### config.mk
export PLATFORM = sky130hd
export DESIGN_NAME = axi_rd_job_sched
export DESIGN_NICKNAME = d
export VERILOG_FILES = /design/src/rtl/axi_rd_job_sched.sv
export SDC_FILE = /design/constraint.sdc
export NUM_CORES = 1
export LEC_CHECK = 0
export ABC_CLOCK_PERIOD_IN_PS = 3650
export CAP_MARGIN = 15
export CORE_MARGIN = 5
export CORE_UTILIZATION = 45
export CTS_CLUSTER_SIZE = 16
export DETAILED_ROUTE_END_ITERATION = 12
export PLACE_DENSITY = 0.79
export SETUP_SLACK_MARGIN = 0.1
export SKIP_LAST_GASP = 1
export SYNTH_ARGS = -nofsm -noshare
export SYNTH_HDL_FRONTEND = slang
export SYNTH_SLANG_ARGS = --single-unit
### constraint.sdc
create_clock -name clk -period 3.65 [get_ports clk]
set_input_delay 0.73 -clock clk [delete_from_list [all_inputs] [get_ports clk]]
set_output_delay 0.73 -clock clk [all_outputs]
set_load 0.02 [all_outputs]
### src/rtl/axi_rd_job_sched.sv
// Read-job scheduler: splits one (address, beat count) job into AXI read
// bursts that never cross a 4 KB page and never exceed MAX_BURST beats,
// caps outstanding bursts and reports job completion / error.
module axi_rd_job_sched #(
  parameter int unsigned ADDR_WIDTH      = 64,
  parameter int unsigned DATA_WIDTH      = 64,
  parameter int unsigned MAX_BURST       = 32,
  parameter int unsigned MAX_OUTSTANDING = 4
) (
  input  logic                  clk,
  input  logic                  rst_n,
  input  logic                  job_start,
  input  logic [ADDR_WIDTH-1:0] job_addr,
  input  logic [31:0]           job_beats,
  input  logic                  job_abort,
  output logic                  job_busy,
  output logic                  job_done,
  output logic                  job_err,
  output logic                  lcl_ostart,
  output logic [ADDR_WIDTH-1:0] lcl_oaddr,
  output logic [7:0]            lcl_onum,
  input  logic                  lcl_obusy,
  input  logic                  lcl_odone,
  input  logic [3:0]            rd_error,
  output logic [2:0]            out_cnt
);

  localparam int unsigned BPB     = DATA_WIDTH / 8;
  localparam int unsigned LOG_BPB = $clog2(BPB);
  localparam logic [31:0] MAX_B   = 32'(MAX_BURST);
  localparam logic [2:0]  MAX_OUT = 3'(MAX_OUTSTANDING);

  typedef enum logic [2:0] {
    S_IDLE,
    S_CALC,
    S_ISSUE,
    S_WAIT,
    S_DONE
  } state_t;

  state_t                state, state_nxt;
  logic [ADDR_WIDTH-1:0] cur_addr, cur_addr_nxt;
  logic [31:0]           rem_beats, rem_beats_nxt;
  logic                  err_flag, err_flag_nxt;

  logic                  job_busy_nxt, job_done_nxt, job_err_nxt;
  logic                  lcl_ostart_nxt;
  logic [ADDR_WIDTH-1:0] lcl_oaddr_nxt;
  logic [7:0]            lcl_onum_nxt;
  logic [2:0]            out_cnt_nxt;

  logic                  accept;
  logic                  odone_eff;
  logic                  err_now;
  logic [12:0]           to4k;
  logic [31:0]           len_calc;
  logic [31:0]           rem_after;
  logic [ADDR_WIDTH-1:0] addr_after;

  // Register all state and outputs.
  always_ff @(posedge clk or negedge rst_n) begin
    if (!rst_n) begin
      state      <= S_IDLE;
      cur_addr   <= '0;
      rem_beats  <= '0;
      err_flag   <= 1'b0;
      job_busy   <= 1'b0;
      job_done   <= 1'b0;
      job_err    <= 1'b0;
      lcl_ostart <= 1'b0;
      lcl_oaddr  <= '0;
      lcl_onum   <= '0;
      out_cnt    <= '0;
    end else begin
      state      <= state_nxt;
      cur_addr   <= cur_addr_nxt;
      rem_beats  <= rem_beats_nxt;
      err_flag   <= err_flag_nxt;
      job_busy   <= job_busy_nxt;
      job_done   <= job_done_nxt;
      job_err    <= job_err_nxt;
      lcl_ostart <= lcl_ostart_nxt;
      lcl_oaddr  <= lcl_oaddr_nxt;
      lcl_onum   <= lcl_onum_nxt;
      out_cnt    <= out_cnt_nxt;
    end
  end

  // Next-state, burst sizing and outstanding-count logic.
  always_comb begin
    accept    = lcl_ostart & ~lcl_obusy;
    odone_eff = lcl_odone & (out_cnt != '0);
    // Error / abort seen this cycle counts immediately, so no burst issues
    // after the cycle in which it appears.
    err_now   = err_flag | (job_busy & ((rd_error != '0) | job_abort));

    to4k      = (13'd4096 - {1'b0, cur_addr[11:0]}) >> LOG_BPB;
    len_calc  = rem_beats;
    if (MAX_B < len_calc)           len_calc = MAX_B;
    if ({19'b0, to4k} < len_calc)   len_calc = {19'b0, to4k};

    rem_after  = rem_beats - {24'b0, lcl_onum};
    addr_after = cur_addr + (ADDR_WIDTH'(lcl_onum) << LOG_BPB);

    state_nxt      = state;
    cur_addr_nxt   = cur_addr;
    rem_beats_nxt  = rem_beats;
    err_flag_nxt   = err_now;
    job_busy_nxt   = job_busy;
    job_done_nxt   = 1'b0;
    job_err_nxt    = 1'b0;
    lcl_ostart_nxt = lcl_ostart;
    lcl_oaddr_nxt  = lcl_oaddr;
    lcl_onum_nxt   = lcl_onum;
    out_cnt_nxt    = out_cnt + 3'(accept) - 3'(odone_eff);

    unique case (state)
      S_IDLE: begin
        if (job_start) begin
          cur_addr_nxt  = job_addr;
          rem_beats_nxt = job_beats;
          job_busy_nxt  = 1'b1;
          err_flag_nxt  = 1'b0;
          state_nxt     = S_CALC;
        end
      end
      S_CALC: begin
        lcl_oaddr_nxt = cur_addr;
        lcl_onum_nxt  = 8'(len_calc);
        if (rem_beats == '0) begin
          if (out_cnt_nxt == '0) begin
            job_done_nxt = 1'b1;
            job_err_nxt  = err_now;
            state_nxt    = S_DONE;
          end else begin
            state_nxt = S_WAIT;
          end
        end else if (err_now) begin
          state_nxt = S_WAIT;
        end else begin
          lcl_ostart_nxt = 1'b1;
          state_nxt      = S_ISSUE;
        end
      end
      S_ISSUE: begin
        // A posted request is never withdrawn, even if an error arrives.
        if (accept) begin
          lcl_ostart_nxt = 1'b0;
          cur_addr_nxt   = addr_after;
          rem_beats_nxt  = rem_after;
          if ((rem_after != '0) && (out_cnt_nxt < MAX_OUT) && !err_now)
            state_nxt = S_CALC;
          else
            state_nxt = S_WAIT;
        end
      end
      S_WAIT: begin
        if ((out_cnt_nxt == '0) && ((rem_beats == '0) || err_now)) begin
          job_done_nxt = 1'b1;
          job_err_nxt  = err_now;
          state_nxt    = S_DONE;
        end else if ((out_cnt_nxt < MAX_OUT) && (rem_beats != '0) && !err_now) begin
          state_nxt = S_CALC;
        end
      end
      S_DONE: begin
        job_busy_nxt = 1'b0;
        state_nxt    = S_IDLE;
      end
      default: state_nxt = S_IDLE;
    endcase
  end

endmodule
## After elaboration in Yosys (flattened, before gate mapping)

Cells that the tools add are included.

- Output and inout port bits: 79
- Bits in latches: 0
- Memories: 0
- Logic and storage cells: 88
- ROM bits: 0
- Flip-flop bits (word level): 179
- Input port bits: 106
- RAM bits: 0

- Reductions and logical operators: 21
- Multiplexer cells: 33
- Add/sub/neg operators: 5
- Div/mod/pow operators: 0
- Bitwise logic cells: 6
- Shift-type cells: 0
- $mul: 0
- Eq/ne operators: 9
- $lt $le $gt $ge: 3

Operator list:

| operator | count |
|---|---|
| $mux 64 | 2 |
| $pmux 64 s2 | 1 |
| $mux 32 | 3 |
| $add 64x11->64 | 1 |
| $pmux 32 s2 | 1 |
| $reduce_bool 32->1 | 2 |
| $logic_not 32->1 | 1 |
| $lt 10x32->1 | 1 |
| $lt 6x32->1 const A | 1 |
| $sub 32x8->32 | 1 |
| $mux 3 | 6 |
| $mux 1 | 13 |
| $sub 13x12->13 const A | 1 |
| $pmux 3 s4 | 1 |
| $mux 8 | 1 |
| $ne 2x2->1 const B | 4 |
| $pmux 1 s2 | 4 |
| $eq 3x2->1 const B | 2 |
| $logic_not 3->1 | 2 |
| $reduce_and 3->1 | 2 |
| $reduce_bool 2->1 | 3 |
| $logic_and 1x1->1 | 5 |
| $reduce_and 4->1 | 1 |
| $reduce_bool 4->1 | 1 |
| 14 further kinds | 17 |

## Logic depth before layout (Yosys ltp)

- Word-level depth: 10
- Gate-level depth with buffers: 15
- Gate-level depth less buffers: 14

## Worst setup path after synthesis

No wires, ideal clock.

- Kind: reg2reg
- From: reg cur_addr[3]
- To: reg lcl_onum[5]
- Stages on the path, launching flop included: 15
- Path slack: -0.081 ns
- Setup time: 0.082 ns
- Period minus slack after synthesis: 3.731 ns
- Data arrival time: 3.650 ns
- Path buffers: 0
- Required time: 3.568 ns
- Cells stage by stage: dfrtp_1 > or4_1 > or3_1 > nor3_1 > nand2b_1 > o31a_1 > nor2_1 > ha_1 > and3_1 > nand3_1 > a21oi_1 > a221o_1 > and2_4 > or3b_1 > a31oi_1

- Cells in the longest elaborated chain, start to end: 3

RTL lines:

| element | line | source |
|---|---|---|
| start: declaration | 42 | `logic [ADDR_WIDTH-1:0] cur_addr, cur_addr_nxt;` |
| start signal: assignment | 76 | `cur_addr <= cur_addr_nxt;` |
| $sub 13x12->13 * | 97 | `to4k = (13'd4096 - {1'b0, cur_addr[11:0]}) >> LOG_BPB;` |
| $lt 10x32->1 | 100 | `if ({19'b0, to4k} < len_calc) len_calc = {19'b0, to4k};` |
| $mux 8 * | 100 |  |
| end signal: assignment | 84 | `lcl_onum <= lcl_onum_nxt;` |
| end: declaration | 21 | `output logic [7:0] lcl_onum,` |

Mark *: on every way between the ends. The rest lies on a longest branch, timed or not.
A chain may end at the register's enable or synchronous reset.

## Worst setup path after layout

- From: reg cur_addr[1]
- To: reg lcl_onum[5]

Same word-level chain as after synthesis.

==> metrics.md <==
| Metric | Value |
|---|---|
| Status | `complete, no violations` |
| Ys flop type | `dfrtp_1` |
| Residual DRC | `0` |
| Placed instance area | `around 0.013 sq mm` |
| Vias in the first global route | `10216` |
| Worst-Skew Late Latency | `about 0.44 ns` |
| PortBufs | `between 150 and 200` |
| Avg Inst Size Synth | `approximately 8.2 sq um` |
| CTS clk-pin slew, worst paths | `0.07 ns` |
| FF-to-FF setup slack | `between 0.07 and 0.08 ns` |
| Most frequent cells in the layout | `289 x nand2_1, 183 x clkdlybuf4s50_1, 179 x dfrtp_1` |
| Unique masters post-synth | `a little under 80` |
| Overall power | `between 10 and 15 mW` |
| Die X | `163 microns` |
| TritonRoute pass-1 iters | `6` |
| Nets@finish | `about 1600` |
| Sink Count | `179` |
| First-pass GRT wire length | `55000 microns` |
| Iter 0 DRT Violations | `a little over 1000` |
| Area Overhead vs Synth | `31.3%` |
| Cell Pwr Density | `949 mW/mm^2` |
| Maximum clock insertion buffer count | `2` |
| Final hold slack | `roughly 0.30 ns` |
| RSZ-0062 raised after global routing | `yes` |
| Post-Syn Area | `between 0.01 and 0.015 sq mm` |
| Initial antenna violation count | `1` |
| Worst clock skew | `around 0.0095 ns` |
| Number of flops mapped to enable cells by yosys | `0` |
| Final Routed Wirelength | `roughly 35000 microns` |
| Setup TNS | `0 ns` |
| Max transition margin | `40.7%` |
| CP required | `about 4 ns` |
| Root buf cell | `clkbuf_16` |
| Vias per cell | `5.93` |
| Final Hold Violating Endpoints | `0` |
| Least-Margin Pin Slew | `about 0.89 ns` |
| Commonest non-fill, non-tap cell in the layout | `nand2_1` |
| Worst min path class | `primary input to async pin` |
| Worst Setup Path Type | `flip-flop to flip-flop` |
| Largest net degree at the start of global routing | `68` |
| Global route overflow | `0` |
| Asr flop ratio synth | `100%` |
| Leakage Power | `5.87 nW` |
| Post-Syn Instances | `between 1000 and 1500` |
| Starting Density | `about 45%` |
| Hpwl dp | `approximately 25000 microns` |
| Antenna fix cells | `0` |
| Worst-path fanout max | `3` |
| FF+latch count, synth | `~180` |
| Die Y | `around 160 microns` |
| Boundary pin count | `between 150 and 200` |
| Final setup fails | `0` |
| H-tree depth | `4` |
| Die ar. | `~0.027 sq mm` |
| Share of layout cells above drive strength 1 | `between 9 and 10%` |
| Final non-filler cell area | `roughly 0.014 sq mm` |
| Core area | `about 0.023 sq mm` |
| CTS buffer count | `17` |
| Antenna viol nets, final | `0` |
| Yosys warning total | `0` |
| Max-capacitance violation count | `0` |
| Fmax | `between 200 and 300 MHz` |
| Max Slew Vio Count | `0` |
| CP Capture Type | `flip-flop` |
| Global-route total usage across every layer | `25.8%` |
| Post-DR wirelength/cell | `19.1 microns` |
| Min Tclk post-route | `between 3 and 4 ns` |
| Final GP Congestion | `between 0.9 and 1` |
| Routed via count | `roughly 11000` |
| CP Launch Type | `flip-flop` |
| Sequential area share after synthesis | `42.6%` |
| Site row count | `56` |
| Fin crit share | `between 90% and 100%` |
| CTS tree | `done` |
| Worst vdd ir | `roughly 360 uV` |
| Arr. time, crit path | `between 3 and 4 ns` |
critical path, stage by stage (launching register included):
cell	delay (ns)
dfrtp_1	0.38
or4_4	0.54
or3_4	0.40
nor3_4	0.15
nand2b_1	0.13
buf_4	0.16
xor2_2	0.16
ha_1	0.26
nor2b_1	0.13
o21ai_1	0.12
nand2b_1	0.08
a221o_1	0.34
and2_4	0.15
or3b_1	0.33
a31oi_1	0.16
layer usage:
| metal | vias up | global-route usage, % | routed length, microns |
|---|---|---|---|
| met5 | - | 0 | 13 |
| met4 | 2 | 7.05 | 717 |
| met3 | 67 | 6.25 | 3080 |
| met2 | 513 | 39.7 | 15800 |
| met1 | 5174 | 36.5 | 15100 |
| li1 | 5005 | - | - |
flip-flops by register name, summed over array words and instances, names as in the netlist:
name / count
out_cnt: 3
rem_beats: 32
job_done: 1
err_flag: 1
lcl_ostart: 1
lcl_oaddr: 64
lcl_onum: 8
job_busy: 1
state: 3
cur_addr: 64
job_err: 1
synth_stat cells (all sizes together), types with 7 or more instances:
library cell,instances,share of area [%]
nand2,291,10
dfrtp,179,43
a21oi,107,5.1
nor2,87,3.1
o21ai,79,3.8
clkbuf,76,2.7
nor3,37,1.8
inv,36,1.3
nand3,32,1.5
o22ai,31,1.8
ha,27,3.2
and3,20,1.2
or3,19,1.1
nand4,16,1.0
a31oi,15,0.89
a311oi,14,1.2
a21o,13,0.93
a22o,13,1.1
a211oi,12,0.86
a221oi,11,0.92
nand2b,11,0.65
nor4,11,0.77
buf,10,0.42
xnor2,10,0.83
xor2,10,0.83
or4,9,0.68
a22oi,8,0.57
a2bb2oi,8,0.67
nor2b,8,0.48
or2,7,0.42
power breakdown:
| part | internal, mW | leakage [nW] | total, mW | switching, mW |
|---|---|---|---|---|
| logic | 2.99 | 3.43 | 7.29 | 4.30 |
| clock network | 0.995 | 0.289 | 1.90 | 0.909 |
| registers | 2.94 | 2.16 | 3.91 | 0.972 |
cell type report:
| class | count | area (sq um) |
|---|---|---|
| clock buffer | 18 | 439 |
| inverter | 36 | 135 |
| timing repair buffer | 255 | 2430 |
| multi-input combinational | 993 | 5770 |
| tap | 319 | 399 |
| sequential | 179 | 4480 |
| fill | 2031 | 9450 |
| clock inverter | 14 | 159 |
logic make-up (layout without fill, tap and decap cells):
kind of cell    count (synthesis)  in the layout  share of synthesized area (%)
buf+inv                       122            323                           4.42
mux                             3              3                          0.285
flops                         179            179                           42.6
other cells                     1              4                         0.0356
simple gates                  568            568                           24.8
compound gates                368            368                           22.5
xor+xnor                       20             20                           1.66
fa+ha+maj                      30             30                           3.78
timing repair:
item,4_1_cts,5_1_grt
hold buffers,0,0
pin swaps,10,3
endpoints found under the setup margin,9,9
buffers inserted,4,2
gates resized for setup,7,17
metrics by stage:
step                      setup slack, ns  std cells  utilization [%]
after floorplan                     0.112       1294                -
after global placement            -0.0986       1776             56.0
after detailed placement           -0.133       1776             56.0
after CTS                          0.0709       1812             58.9
after global routing              -0.0395       1814             59.4
final                              0.0762       1814             59.4
path summary, 6_finish.rpt:
check / start / endpoint / cells after the start
max in group asynchronous: rst_n / lcl_onum[5] / 2
worst max register to register: cur_addr[1] / lcl_onum[5] / 14
min in group clk: lcl_oaddr[16] / lcl_oaddr[16] / 2
worst min-delay path: rst_n / cur_addr[5] / 1
worst min register to register: lcl_oaddr[16] / lcl_oaddr[16] / 2
worst max-delay path: cur_addr[1] / lcl_onum[5] / 14
No activity file was read; power rests on OpenSTA's default activity.
